### src/rtl/dm_arbiter.sv
// Round-robin arbiter sharing one single-port synchronous data memory among several cores.
// Accepts one request per cycle, registers it onto the memory port and routes read data back.
module dm_arbiter #(
  parameter int unsigned reg_width   = 12,
  parameter int unsigned addr_width  = 12,
  parameter int unsigned core_count  = 4,
  parameter int unsigned mem_latency = 1
) (
  input  logic                             clk,
  input  logic                             reset,
  input  logic [core_count-1:0]            req_valid,
  input  logic [core_count-1:0]            req_write,
  input  logic [core_count*addr_width-1:0] req_addr,
  input  logic [core_count*reg_width-1:0]  req_wdata,
  output logic [core_count-1:0]            req_ready,
  output logic [core_count-1:0]            rsp_valid,
  output logic [reg_width-1:0]             rsp_rdata,
  output logic [addr_width-1:0]            mem_addr,
  output logic [reg_width-1:0]             mem_wdata,
  output logic                             mem_write,
  input  logic [reg_width-1:0]             mem_rdata,
  output logic [15:0]                      conflict_count
);

  localparam int unsigned PtrW  = (core_count > 1) ? $clog2(core_count) : 1;
  localparam int unsigned Depth = mem_latency + 1;

  logic [PtrW-1:0]             ptr_q, ptr_d;
  logic                        grant_vld;
  logic [PtrW-1:0]             grant_idx;
  logic                        accept;
  logic                        sel_write;
  logic [addr_width-1:0]       sel_addr;
  logic [reg_width-1:0]        sel_wdata;
  logic                        multi_req;
  int unsigned                 cand;
  logic [PtrW-1:0]             cand_idx;

  logic [addr_width-1:0]       mem_addr_q;
  logic [reg_width-1:0]        mem_wdata_q;
  logic                        mem_write_q;
  logic [core_count-1:0]       rsp_valid_q;
  logic [reg_width-1:0]        rsp_rdata_q;
  logic [15:0]                 conflict_q;
  logic [Depth-1:0]            tag_rd_q;
  logic [Depth-1:0][PtrW-1:0]  tag_idx_q;

  // First valid core at or after ptr, wrapping.
  always_comb begin
    grant_vld = 1'b0;
    grant_idx = '0;
    cand      = 0;
    cand_idx  = '0;
    for (int unsigned j = 0; j < core_count; j++) begin
      cand = 32'(ptr_q) + j;
      if (cand >= core_count) begin
        cand = cand - core_count;
      end
      cand_idx = PtrW'(cand);
      if (!grant_vld && req_valid[cand_idx]) begin
        grant_vld = 1'b1;
        grant_idx = cand_idx;
      end
    end
  end

  always_comb begin
    accept    = grant_vld && !reset;
    req_ready = accept ? (core_count'(1) << grant_idx) : '0;
    sel_write = req_write[grant_idx];
    sel_addr  = req_addr[grant_idx*addr_width +: addr_width];
    sel_wdata = req_wdata[grant_idx*reg_width +: reg_width];
    multi_req = $countones(req_valid) >= 2;
    ptr_d     = ptr_q;
    if (accept) begin
      ptr_d = (grant_idx == PtrW'(core_count - 1)) ? '0 : grant_idx + PtrW'(1);
    end
  end

  always_ff @(posedge clk) begin
    if (reset) begin
      ptr_q       <= '0;
      mem_addr_q  <= '0;
      mem_wdata_q <= '0;
      mem_write_q <= 1'b0;
      rsp_valid_q <= '0;
      rsp_rdata_q <= '0;
      conflict_q  <= '0;
      tag_rd_q    <= '0;
      tag_idx_q   <= '0;
    end else begin
      ptr_q <= ptr_d;
      if (accept) begin
        mem_addr_q  <= sel_addr;
        mem_wdata_q <= sel_wdata;
      end
      mem_write_q <= accept && sel_write;
      tag_rd_q    <= {tag_rd_q[Depth-2:0], accept && !sel_write};
      tag_idx_q   <= {tag_idx_q[Depth-2:0], grant_idx};
      rsp_valid_q <= tag_rd_q[Depth-1] ? (core_count'(1) << tag_idx_q[Depth-1]) : '0;
      if (tag_rd_q[Depth-1]) begin
        rsp_rdata_q <= mem_rdata;
      end
      if (multi_req && (conflict_q != 16'hFFFF)) begin
        conflict_q <= conflict_q + 16'd1;
      end
    end
  end

  // A write registered just before reset must not reach memory during the reset cycle.
  assign mem_write      = mem_write_q && !reset;
  assign mem_addr       = mem_addr_q;
  assign mem_wdata      = mem_wdata_q;
  assign rsp_valid      = rsp_valid_q;
  assign rsp_rdata      = rsp_rdata_q;
  assign conflict_count = conflict_q;

endmodule

### config.mk
export PLATFORM = sky130hd
export DESIGN_NAME = dm_arbiter
export DESIGN_NICKNAME = d
export VERILOG_FILES = /design/src/rtl/dm_arbiter.sv
export SDC_FILE = /design/constraint.sdc
export NUM_CORES = 1
export LEC_CHECK = 0
export BUFFER_PORTS_ARGS = -buffer_cell sky130_fd_sc_hd__buf_2
export CAP_MARGIN = 5
export CORE_MARGIN = 2
export CORE_UTILIZATION = 35
export CTS_CLUSTER_SIZE = 8
export DETAILED_ROUTE_END_ITERATION = 10
export GPL_TIMING_DRIVEN = 0
export PLACE_DENSITY = 0.63
export SETUP_SLACK_MARGIN = 0.3
export SLEW_MARGIN = 15
export SYNTH_ARGS = -nofsm -noshare
export SYNTH_HDL_FRONTEND = slang
export SYNTH_SLANG_ARGS = --single-unit
### constraint.sdc
create_clock -name clk -period 5.08 [get_ports clk]
set_clock_uncertainty 0.15 [all_clocks]
set_input_delay 0.508 -clock clk [delete_from_list [all_inputs] [get_ports clk]]
set_output_delay 0.508 -clock clk [all_outputs]
set_load 0.05 [all_outputs]
---- Word-level counts from Yosys, hierarchy flattened ----
Cells that the tools add are included.
word-level totals
  input bits .............................. 118
  register bits after elaboration ......... 65
  output and inout bits ................... 61
  word-level logic and storage cells ...... 78
cells by class
  $add $sub $neg .......................... 12
  mux-type cells .......................... 24
  bitwise logic cells ..................... 1
  $mul .................................... 1
  shift-type cells ........................ 4
  order comparisons ....................... 10
  reduce and logical (&&, ||, !) cells .... 14
  equal/unequal tests ..................... 2
operator list
  kind                                                                          count
  48-bit by 7-bit variable part select with 12-bit output                       2
  2-bit 2-to-1 mux                                                              9
  16-bit by 1-bit adder with 16-bit output, second input constant               1
  16-bit inequality test, second input constant                                 1
  2-bit by 3-bit less-than comparator with 1-bit output, second input constant  5
  1-bit binary-select mux with 2-bit select                                     5
  3-bit >= comparator, second input constant                                    3
  1-bit 2-to-1 mux                                                              9
  1-bit logical AND                                                             8
  1-bit by 2-bit << shifter with 4-bit output, first input constant             2
  2-bit by 1-bit subtractor with 2-bit output, second input constant            4
  2-bit by 2-bit adder with 3-bit output, second input constant                 2
  1-bit zero test                                                               5
  1-bit by 1-bit adder with 2-bit output                                        2
  2-bit by 2-bit multiplier with 4-bit output, second input constant            1
  4-bit 2-to-1 mux                                                              1
  2-bit by 1-bit adder with 3-bit output, second input constant                 1
  2-bit by 2-bit adder with 3-bit output                                        1
  2-bit by 3-bit >= comparator with 1-bit output, second input constant         1
  3-bit by 2-bit >= comparator with 1-bit output, second input constant         1
  2-bit by 1-bit adder with 2-bit output, second input constant                 1
  2-bit equality test, second input constant                                    1
  2-bit OR reduction                                                            1
  1-bit inverter                                                                1

---- Depth between registers and ports, before layout ----
Gate-level depths: netlist of run 1.
  depth after elaboration ................. 18
  depth in mapped cells ................... 8
  depth with buffers taken out ............ 7

---- Worst setup path before layout of run 1 ----
No wires, ideal clock.
  kind .................................... input port to output port
  start ................................... input req_valid[0]
  end ..................................... output req_ready[2]
  data required time ...................... 4422 ps
  cell stages on the path ................. 7
  slack ................................... 2453 ps
  data arrival time ....................... 1969 ps
  path through ............................ nor2b_1 o21bai_1 and2_1 buf_4 buf_6 ha_1 and3_1
between the ends
  cells in the longest elaborated chain, start to end .. 14
  elaborated cells between the ends (all ways) .. 25
  those cells by class .................... shift: 1; mux: 17; reduce/logical: 7
ends and longest elaborated chain
  item                                           line  text
  start: declaration                             11    input logic [core_count-1:0] req_valid,
  1-bit binary-select mux with 2-bit select      60    if (!grant_vld && req_valid[cand_idx]) begin
  1-bit 2-to-1 mux (implied by the code)         60
  1-bit 2-to-1 mux                               60
  1-bit zero test                                60
  1-bit logical AND                              60
  1-bit 2-to-1 mux                               60
  1-bit zero test                                60
  1-bit logical AND                              60
  1-bit 2-to-1 mux                               60
  1-bit zero test                                60
  1-bit logical AND                              60
  2-bit 2-to-1 mux *                             60
  via grant_idx[1]                               30    logic [PtrW-1:0] grant_idx;
  1-bit by 2-bit << shifter with 4-bit output *  69    req_ready = accept ? (core_count'(1) << grant_idx) : '0;
  4-bit 2-to-1 mux *                             69
  end: declaration                               15    output logic [core_count-1:0] req_ready,
Mark *: on every way through the listed nets, which the timed path passes. The rest lies on a longest branch. The select of a mux whose other input is x is not followed.

---- Worst setup path in the final report of run 1 ----
  start ................................... input req_valid[0]
  end ..................................... output req_ready[3]
The elaborated chain is that of the path after synthesis.

==> impl_metrics.ini, run 1 <==
[route]
route.met3.wl_um = 933
wl_per_cell_um = 14.7
drcViolationCount = 0
avgViaCountPerCell = 4.87
wl_met2_mm = 4.96
met1Wirelength_mm = 4.54
drt-initial-drc-count = 106
via_count = 3498
highest_layer = met4
ant_nets = 0
first_pass_iters = 4
wl_mm = 10.6

[place]
io_buffers = 177
hpwl_mm = 8.25
gp_congestion = 0.811

[run]
maxCapViolCount = 0

[floorplanning]
dieArea_sq_mm = 0.0108
die-width_um = 104
initial_core_util_pct = 35.8
ios = 179
die_height_um = 104
core_sq_mm = 0.00973
fp-row-count = 36

[sta]
post-route-period-util_pct = 60.2
period_needed_ns = 3.06
slew_viol_final = 0
timing.fmax_mhz = 327
rsz0062_at_grt = no
tightest_slew_ns = 0.675
maxSlewHeadroom_pct = 55.0
setup_tns_ns = 0
setup_viol = 0
hold_slack_ns = 0.246
hold_viol = 0

[clocking]
cts_setup_buffers = 0
cts_root_buf = clkbuf_8
clockBufferDepth = 2
cts_resized = 0
cts_tree = yes
h-tree-depth = 3
cts_made_buffers = 9
clk_latency_ns = 0.35
clkTransAtPathRegs_ns = 0.08
holdBufCountCts = 0
cts_sinks = 65

[finish]
final_common_cell = buf_2
area_growth_pct = 36.1
nets = 705
fill_cells = 1003
layout-drive-gt1-share_pct = 36.9
antennaDiodeCount = 0
final_cell_mix = 185 x buf_2, 65 x dfxtp_1, 38 x mux2i_1

[logic_synthesis]
synth_compound_area_share_pct = 21.1
synthCells = 393
synthMuxAreaShare_pct = 11.2
async_flop_share_pct = 0
synth_top_family_by_area = compound AO/OA/AOI/OAI gates
synth_xor_area_share_pct = 2.51
synth_cell_types = 47
synth_top_area_share_pct = 37.3
synth.avg_cell_area_sq_um = 8.87
synthAdderAreaFrac_pct = 2.37
yosysSeqAreaShare_pct = 37.3
ys_dominant_reg_cell = dfxtp_1
synth_edf_count = 0
yosys.area_share.simple_pct = 20.6
netlist_top_cells_area = dfxtp_1 37%, mux2i_1 11%, and3_1 5.9%
yosys_warnings = 0
synth_area_sq_mm = 0.00348
synth_top_cell_by_area = dfxtp_1
syn_nets = 517
ys_ff_latch = 65

[power]
ir_drop_v = 0.000138
p_per_area_mw_per_mm2 = 352
p_leak_nw = 2.31

[critical_path]
critPathKind = primary input to primary output
crit_slowest_cell = o21bai_1
crit_family = buffers and inverters
critical_path.max_stage_delay_ns = 0.41
required_ns = 4.42
end_kind = primary output
crit_chain = buf_2 -> nor2b_1 -> o21bai_1 -> and2_1 -> buf_4 -> buf_6 -> ha_1 -> and3_1 -> buf_2
cp-start-kind = primary input
crit_buf_inv = 4
critPathArrivalTime_ns = 2.40
cpMostUsedCell = buf_2
cp_max_fo = 11

[grt]
grt_pass1_wl_mm = 17.1
grt_usage_pct = 19.8
grt_max_degree = 14
globalRouteOverflowTotal = 0
grt_pass1_vias = 3477
antenna_found_initial = 0

[run_status]
status = complete, no violations

[hold_path]
hp-class = primary input to flop
[layout make-up]
cell class / instances / area, sq um / share of cell area, %
plain buffers: 26 / 126 / 2.67
multi-input cells: 291 / 2020 / 42.5
clock inverters: 7 / 80.1 / 1.69
clock buffers: 9 / 124 / 2.61
inverters: 11 / 41.3 / 0.871
flip-flops and latches: 65 / 1300 / 27.4
repair buffers: 177 / 886 / 18.7
well taps: 133 / 166 / 3.51
[worst register-to-register path: cells and delay by family, from the launching register on]
kind / cells / cell delay, ns
compound gates: 2 / 0.47
simple gates: 3 / 0.33
flops: 1 / 0.36
buf+inv: 2 / 0.41
fa+ha+maj: 1 / 0.25
[sequential cells by signal, indices dropped and copies added (netlist names)]
| signal | flops |
|---|---|
| conflict_count | 16 |
| mem_addr | 12 |
| mem_wdata | 12 |
| mem_write_q | 1 |
| ptr_q | 2 |
| rsp_rdata | 12 |
| rsp_valid | 4 |
| tag_idx_q | 4 |
| tag_rd_q | 2 |
[where the power goes]
group          internal (mW)  switching, mW  total, mW  leakage (nW)
clock network          0.232          0.232      0.464         0.101
registers              0.571         0.0335      0.605         0.533
logic                  0.202          0.397      0.599          1.68
[kinds of logic after synthesis]
family / after synthesis
simple gates: 139
compound gates: 97
flops: 65
mux: 39
buf+inv: 37
xor+xnor: 10
fa+ha+maj: 6
[routing by layer]
| layer | vias to the layer above | global-route usage [%] |
|---|---|---|
| li1 | 1770 | - |
| met1 | 1575 | 23.9 |
| met2 | 142 | 33.4 |
| met3 | 11 | 6.73 |
| met4 | 0 | 6.27 |
| met5 | - | 0 |
[cells in the mapped netlist (2+ instances only)]
cell,number
a21oi_1,4
o211ai_1,26
buf_6,2
mux2i_1,38
dfxtp_1,65
buf_2,8
or2_2,2
o21bai_1,26
nand3_1,4
buf_1,2
and3_1,33
xnor2_1,8
nor3_1,6
a21boi_0,24
nor2b_1,9
and2_1,3
a211oi_1,5
xor2_1,2
o21ai_0,4
or4_1,3
clkbuf_1,13
inv_1,10
or3_1,2
nand2_1,37
nor2_1,31
ha_1,5
[per-stage QoR]
stage | cells | power [mW] | util [%] | worst slack [ns] | cell area, sq um
after global routing | 719 | 1.76 | 48.7 | 1.88 | 4740
after CTS | 719 | 1.69 | 48.7 | 1.98 | 4740
final | 719 | 1.67 | 48.7 | 2.02 | 4740
after floorplan | 393 | 1.05 | - | 2.45 | 3480
after global placement | 703 | 1.21 | 46.6 | 2.05 | 4540
after detailed placement | 703 | 1.22 | 46.6 | 1.98 | 4540
[final timing paths]
kind	start	endpoint	slack, ns	cells after the start
setup reg to reg	ptr_q[0]	ptr_q[1]	2.98	8
hold / removal	mem_rdata[1]	rsp_rdata[1]	0.25	3
hold reg to reg	tag_idx_q[0]	tag_idx_q[2]	0.30	1
setup / recovery	req_valid[0]	req_ready[3]	2.02	9
(Power assumes the default switching activity.)
==> inputs of run 2 (changes only) <==
==> constraint.sdc (replaced) <==
create_clock -name clk -period 2.86 [get_ports clk]
set_clock_uncertainty 0.15 [all_clocks]
set_input_delay 0.286 -clock clk [delete_from_list [all_inputs] [get_ports clk]]
set_output_delay 0.286 -clock clk [all_outputs]
set_load 0.05 [all_outputs]
==> run 2 against run 1 <==
Net effect: largest cell class unchanged; total power rose by 79%; wire length fell by 0.19%; core utilization rose by 0.54 points; highest routed layer unchanged; largest power group is now combinational logic.
==> impl_metrics.ini, run 2 (synthesis gave the netlist of run 1 again) <==
[critical_path]
cpMostUsedCell = buf_6
required_ns = 2.42
cp-start-kind = flop
critPathKind = flop to primary output
crit_family = buffers and inverters
end_kind = primary output
critical_path.max_stage_delay_ns = 0.37
crit_chain = nand2_1 -> a211o_1 -> and2_1 -> buf_6 -> buf_12 -> ha_1 -> and3_1 -> buf_6
crit_buf_inv = 3
cp_max_fo = 11
rrSetupSlack_ns = 0.70
critPathArrivalTime_ns = 2.00
crit_slowest_cell = dfxtp_4

[clocking]
clk_latency_ns = 0.35
h-tree-depth = 3
cts_made_buffers = 9
cts_root_buf = clkbuf_8
holdBufCountCts = 0
cts_sinks = 65
clockBufferDepth = 2
cts_tree = yes
clkTransAtPathRegs_ns = 0.08

[floorplanning]
dieArea_sq_mm = 0.0108
core_sq_mm = 0.00973
ios = 179
die-width_um = 104
die_height_um = 104
fp-row-count = 36
initial_core_util_pct = 35.8

[finish]
nets = 706
post-route-util_pct = 49.3
layout-drive-gt1-share_pct = 37.3
antennaDiodeCount = 0
largest_reg_flops = 16
multi_input_area_sq_mm = 0.00203
area.sequential_sq_mm = 0.00131
final_common_cell = buf_2
area_growth_pct = 37.6
fill_cells = 994
final_cell_mix = 181 x buf_2, 64 x dfxtp_1, 38 x mux2i_1
fin_cells = 720

[route]
highest_layer = met4
via_count = 3498
first_pass_iters = 4
wl_mm = 10.6
route.met3.wl_um = 920
wl_met2_mm = 4.94
avgViaCountPerCell = 4.86
drt-initial-drc-count = 123
wl_per_cell_um = 14.7
met1Wirelength_mm = 4.55
drcViolationCount = 0
ant_nets = 0

[grt]
grt_usage_pct = 19.9
antenna_found_initial = 0
grt_pass1_vias = 3478
globalRouteOverflowTotal = 0
grt_max_degree = 14
grt_pass1_wl_mm = 17.1

[sta]
slew_viol_final = 0
hold_viol = 0
tightest_slew_ns = 0.674
maxSlewHeadroom_pct = 55.1
period_needed_ns = 2.44
rsz0062_at_grt = yes
setup_tns_ns = 0
timing.fmax_mhz = 410
post-route-period-util_pct = 85.3
setup_viol = 0

[run_status]
status = complete, no violations

[place]
gp_congestion = 0.811
dp_cells = 703
io_buffers = 177
hpwl_mm = 8.25

[power]
total_power_mw = 2.99
ir_drop_v = 0.000246
p_leak_nw = 2.32
p_per_area_mw_per_mm2 = 623

[hold_path]
hp-class = primary input to flop

[run]
maxCapViolCount = 0
==> run 2: routing by layer <==
metal,up-vias,global-route usage (%)
li1,1772,-
met1,1575,23.9
met2,140,33.4
met3,11,6.73
met4,0,6.27
met5,-,0
==> run 2: area by class of cell <==
type / count / share of cell area, %
tap: 133 / 3.47
clock buffer: 9 / 2.58
buffer: 26 / 2.90
inverter: 11 / 0.861
timing repair buffer: 178 / 19.0
sequential: 65 / 27.2
clock inverter: 7 / 1.67
multi-input combinational: 291 / 42.3
==> run 2: worst paths after layout <==
kind / start / to / cells after the start
worst min register to register: tag_idx_q[0] / tag_idx_q[2] / 1
worst min-delay path: mem_rdata[1] / rsp_rdata[1] / 3
worst max-delay path: ptr_q[1] / req_ready[3] / 8
worst max register to register: ptr_q[0] / mem_wdata[5] / 7
==> run 2: worst min-delay path, stage by stage <==
cell,delay (ns)
buf_2,0.07
mux2i_1,0.05
nor2_1,0.07
==> run 2: through the flow <==
| step | area (sq um) | hold slack [ns] | setup WS (ns) |
|---|---|---|---|
| 6_report | 4790 | 0.0236 | 0.420 |
| 5_1_grt | 4790 | 0.0250 | 0.295 |
| 4_1_cts | 4770 | 0.0191 | 0.311 |
| 3_5_place_dp | 4540 | 0.283 | 0.204 |
| 3_3_place_gp | 4540 | 0.274 | 0.274 |
| 2_1_floorplan | 3480 | 0.264 | 0.649 |
==> run 2: timing repair <==
item / 4_1_cts / 5_1_grt
setup buffers: 1 / 0
endpoints found under the setup margin: 4 / 4
gates resized for setup: 5 / 8
pin swaps: 1 / 0
==> run 2: power by group <==
| group | switching, mW | internal, mW |
|---|---|---|
| clock | 0.409 | 0.411 |
| combinational | 0.709 | 0.379 |
| sequential | 0.0598 | 1.02 |
==> inputs of run 3 (changes only) <==
--- a/config.mk
+++ b/config.mk
@@ -13,6 +13,7 @@
 export DETAILED_ROUTE_END_ITERATION = 10
 export GPL_TIMING_DRIVEN = 0
 export PLACE_DENSITY = 0.63
+export RECOVER_POWER = 50
 export SETUP_SLACK_MARGIN = 0.3
 export SLEW_MARGIN = 15
 export SYNTH_ARGS = -nofsm -noshare
==> run 3 against run 2 <==
Net effect: global-route usage unchanged; combinational power about the same; die area unchanged; cell count unchanged; maximum frequency decreased by 2.6%; register-to-register slack got worse by 0.02 ns; critical path depth unchanged; total power decreased by 0.60%; first-iteration DRC count decreased by 4.9%; sequential power about the same; largest cell class unchanged.
==> impl_metrics.ini, run 3 (synthesis gave the netlist of run 1 again) <==
[run_status]
status = complete, no violations

[finish]
final_cell_mix = 128 x buf_2, 67 x clkbuf_1, 64 x dfxtp_1
largest_reg_flops = 16
final_common_cell = buf_2
area_growth_pct = 35.7
antennaDiodeCount = 0
nets = 706
layout-drive-gt1-share_pct = 28.1
post-route-util_pct = 48.6

[floorplanning]
initial_core_util_pct = 35.8
fp-row-count = 36
die_height_um = 104
ios = 179
dieArea_sq_mm = 0.0108
core_sq_mm = 0.00973
die-width_um = 104

[route]
drcViolationCount = 0
first_pass_iters = 4
wl_mm = 10.6
avgViaCountPerCell = 4.87
drt-initial-drc-count = 117
wl_per_cell_um = 14.7
via_count = 3509
ant_nets = 0

[sta]
rsz0062_at_grt = yes
tightest_slew_ns = 0.692
setup_viol = 0
hold_viol = 0
timing.fmax_mhz = 399
setup_tns_ns = 0
post-route-period-util_pct = 87.6
period_needed_ns = 2.51
slew_viol_final = 0
maxSlewHeadroom_pct = 54.0

[clocking]
clkTransAtPathRegs_ns = 0.08
clk_latency_ns = 0.35
cts_tree = yes
cts_root_buf = clkbuf_8
cts_made_buffers = 9
holdBufCountCts = 0
cts_sinks = 65
h-tree-depth = 3
clockBufferDepth = 2

[grt]
globalRouteOverflowTotal = 0
grt_max_degree = 14
grt_usage_pct = 19.9
grt_pass1_vias = 3478
antenna_found_initial = 0
grt_pass1_wl_mm = 17.1

[critical_path]
end_kind = primary output
rrSetupSlack_ns = 0.68
critPathKind = flop to primary output
cp_max_fo = 6
timing.rr.end = mem_wdata[3]
rr_worst_depth = 7
r2r-start = ptr_q[0]
required_ns = 2.42
critPathArrivalTime_ns = 2.07
cp-start-kind = flop

[hold_path]
hp-start = mem_rdata[1]
hold_depth = 3
min_to = rsp_rdata[1]
hp-class = primary input to flop

[place]
io_buffers = 177
hpwl_mm = 8.25
gp_congestion = 0.811

[power]
p_leak_nw = 2.11
p_per_area_mw_per_mm2 = 628
ir_drop_v = 0.000244
total_power_mw = 2.97

[run]
maxCapViolCount = 0
[run 3: what timing repair did]
item	CTS	global route
setup buffers	1	0
gates resized for setup	5	8
endpoints found under the setup margin	4	4
pin swaps	1	0
[run 3: final cells by class]
cell class | count | area, sq um
Buffer | 26 | 138
Clock buffer | 9 | 124
Clock inverter | 7 | 80.1
Fill cell | 1015 | 5000
Inverter | 11 | 41.3
Multi-Input combinational cell | 291 | 2030
Sequential cell | 65 | 1310
Tap cell | 133 | 166
Timing Repair Buffer | 178 | 846
[run 3: critical path, cell delays in order, from the launching register on]
cell and delay, ns:
dfxtp_1 0.36, nor2b_1 0.09, o21bai_1 0.17, and3_1 0.17, clkbuf_1 0.24, inv_1 0.13
ha_1 0.21, and3_1 0.15, clkbuf_4 0.21
[run 3: per-layer routing]
| metal | vias to the layer above | part of all wire [%] | GRT usage (%) |
|---|---|---|---|
| met5 | - | 0 | 0 |
| met4 | 0 | 1.3 | 6.27 |
| met3 | 11 | 8.6 | 6.73 |
| met2 | 141 | 47 | 33.4 |
| met1 | 1583 | 43 | 23.9 |
| li1 | 1774 | - | - |
[run 3: worst max-delay path by stage]
| stage | start | endpoint | slack, ns | cells past startpoint |
|---|---|---|---|---|
| 6_report | ptr_q[0] | req_ready[0] | 0.35 | 8 |
| 5_1_grt | ptr_q[0] | req_ready[0] | 0.18 | 8 |
| 4_1_cts | ptr_q[0] | req_ready[3] | 0.31 | 8 |
| 3_5_place_dp | req_valid[0] | req_ready[3] | 0.20 | 9 |
| 3_3_place_gp | req_valid[0] | req_ready[2] | 0.27 | 9 |
| 2_1_floorplan | req_valid[0] | conflict_count[15] | 0.65 | 7 |
[run 3: power by group]
part / switching [mW] / total [mW] / internal (mW)
combinational: 0.708 / 1.06 / 0.353
sequential: 0.0626 / 1.08 / 1.02
clock: 0.416 / 0.827 / 0.411
total: 1.19 / 2.97 / 1.78
[run 3: stage by stage]
step                area, sq um  hold slack, ns  worst slack (ns)  instances
finish                     4730          0.0231             0.355        720
global route               4730          0.0250             0.182        720
CTS                        4770          0.0191             0.311        720
detailed placement         4540           0.283             0.204        703
global placement           4540           0.274             0.274        703
floorplan                  3480           0.264             0.649        393
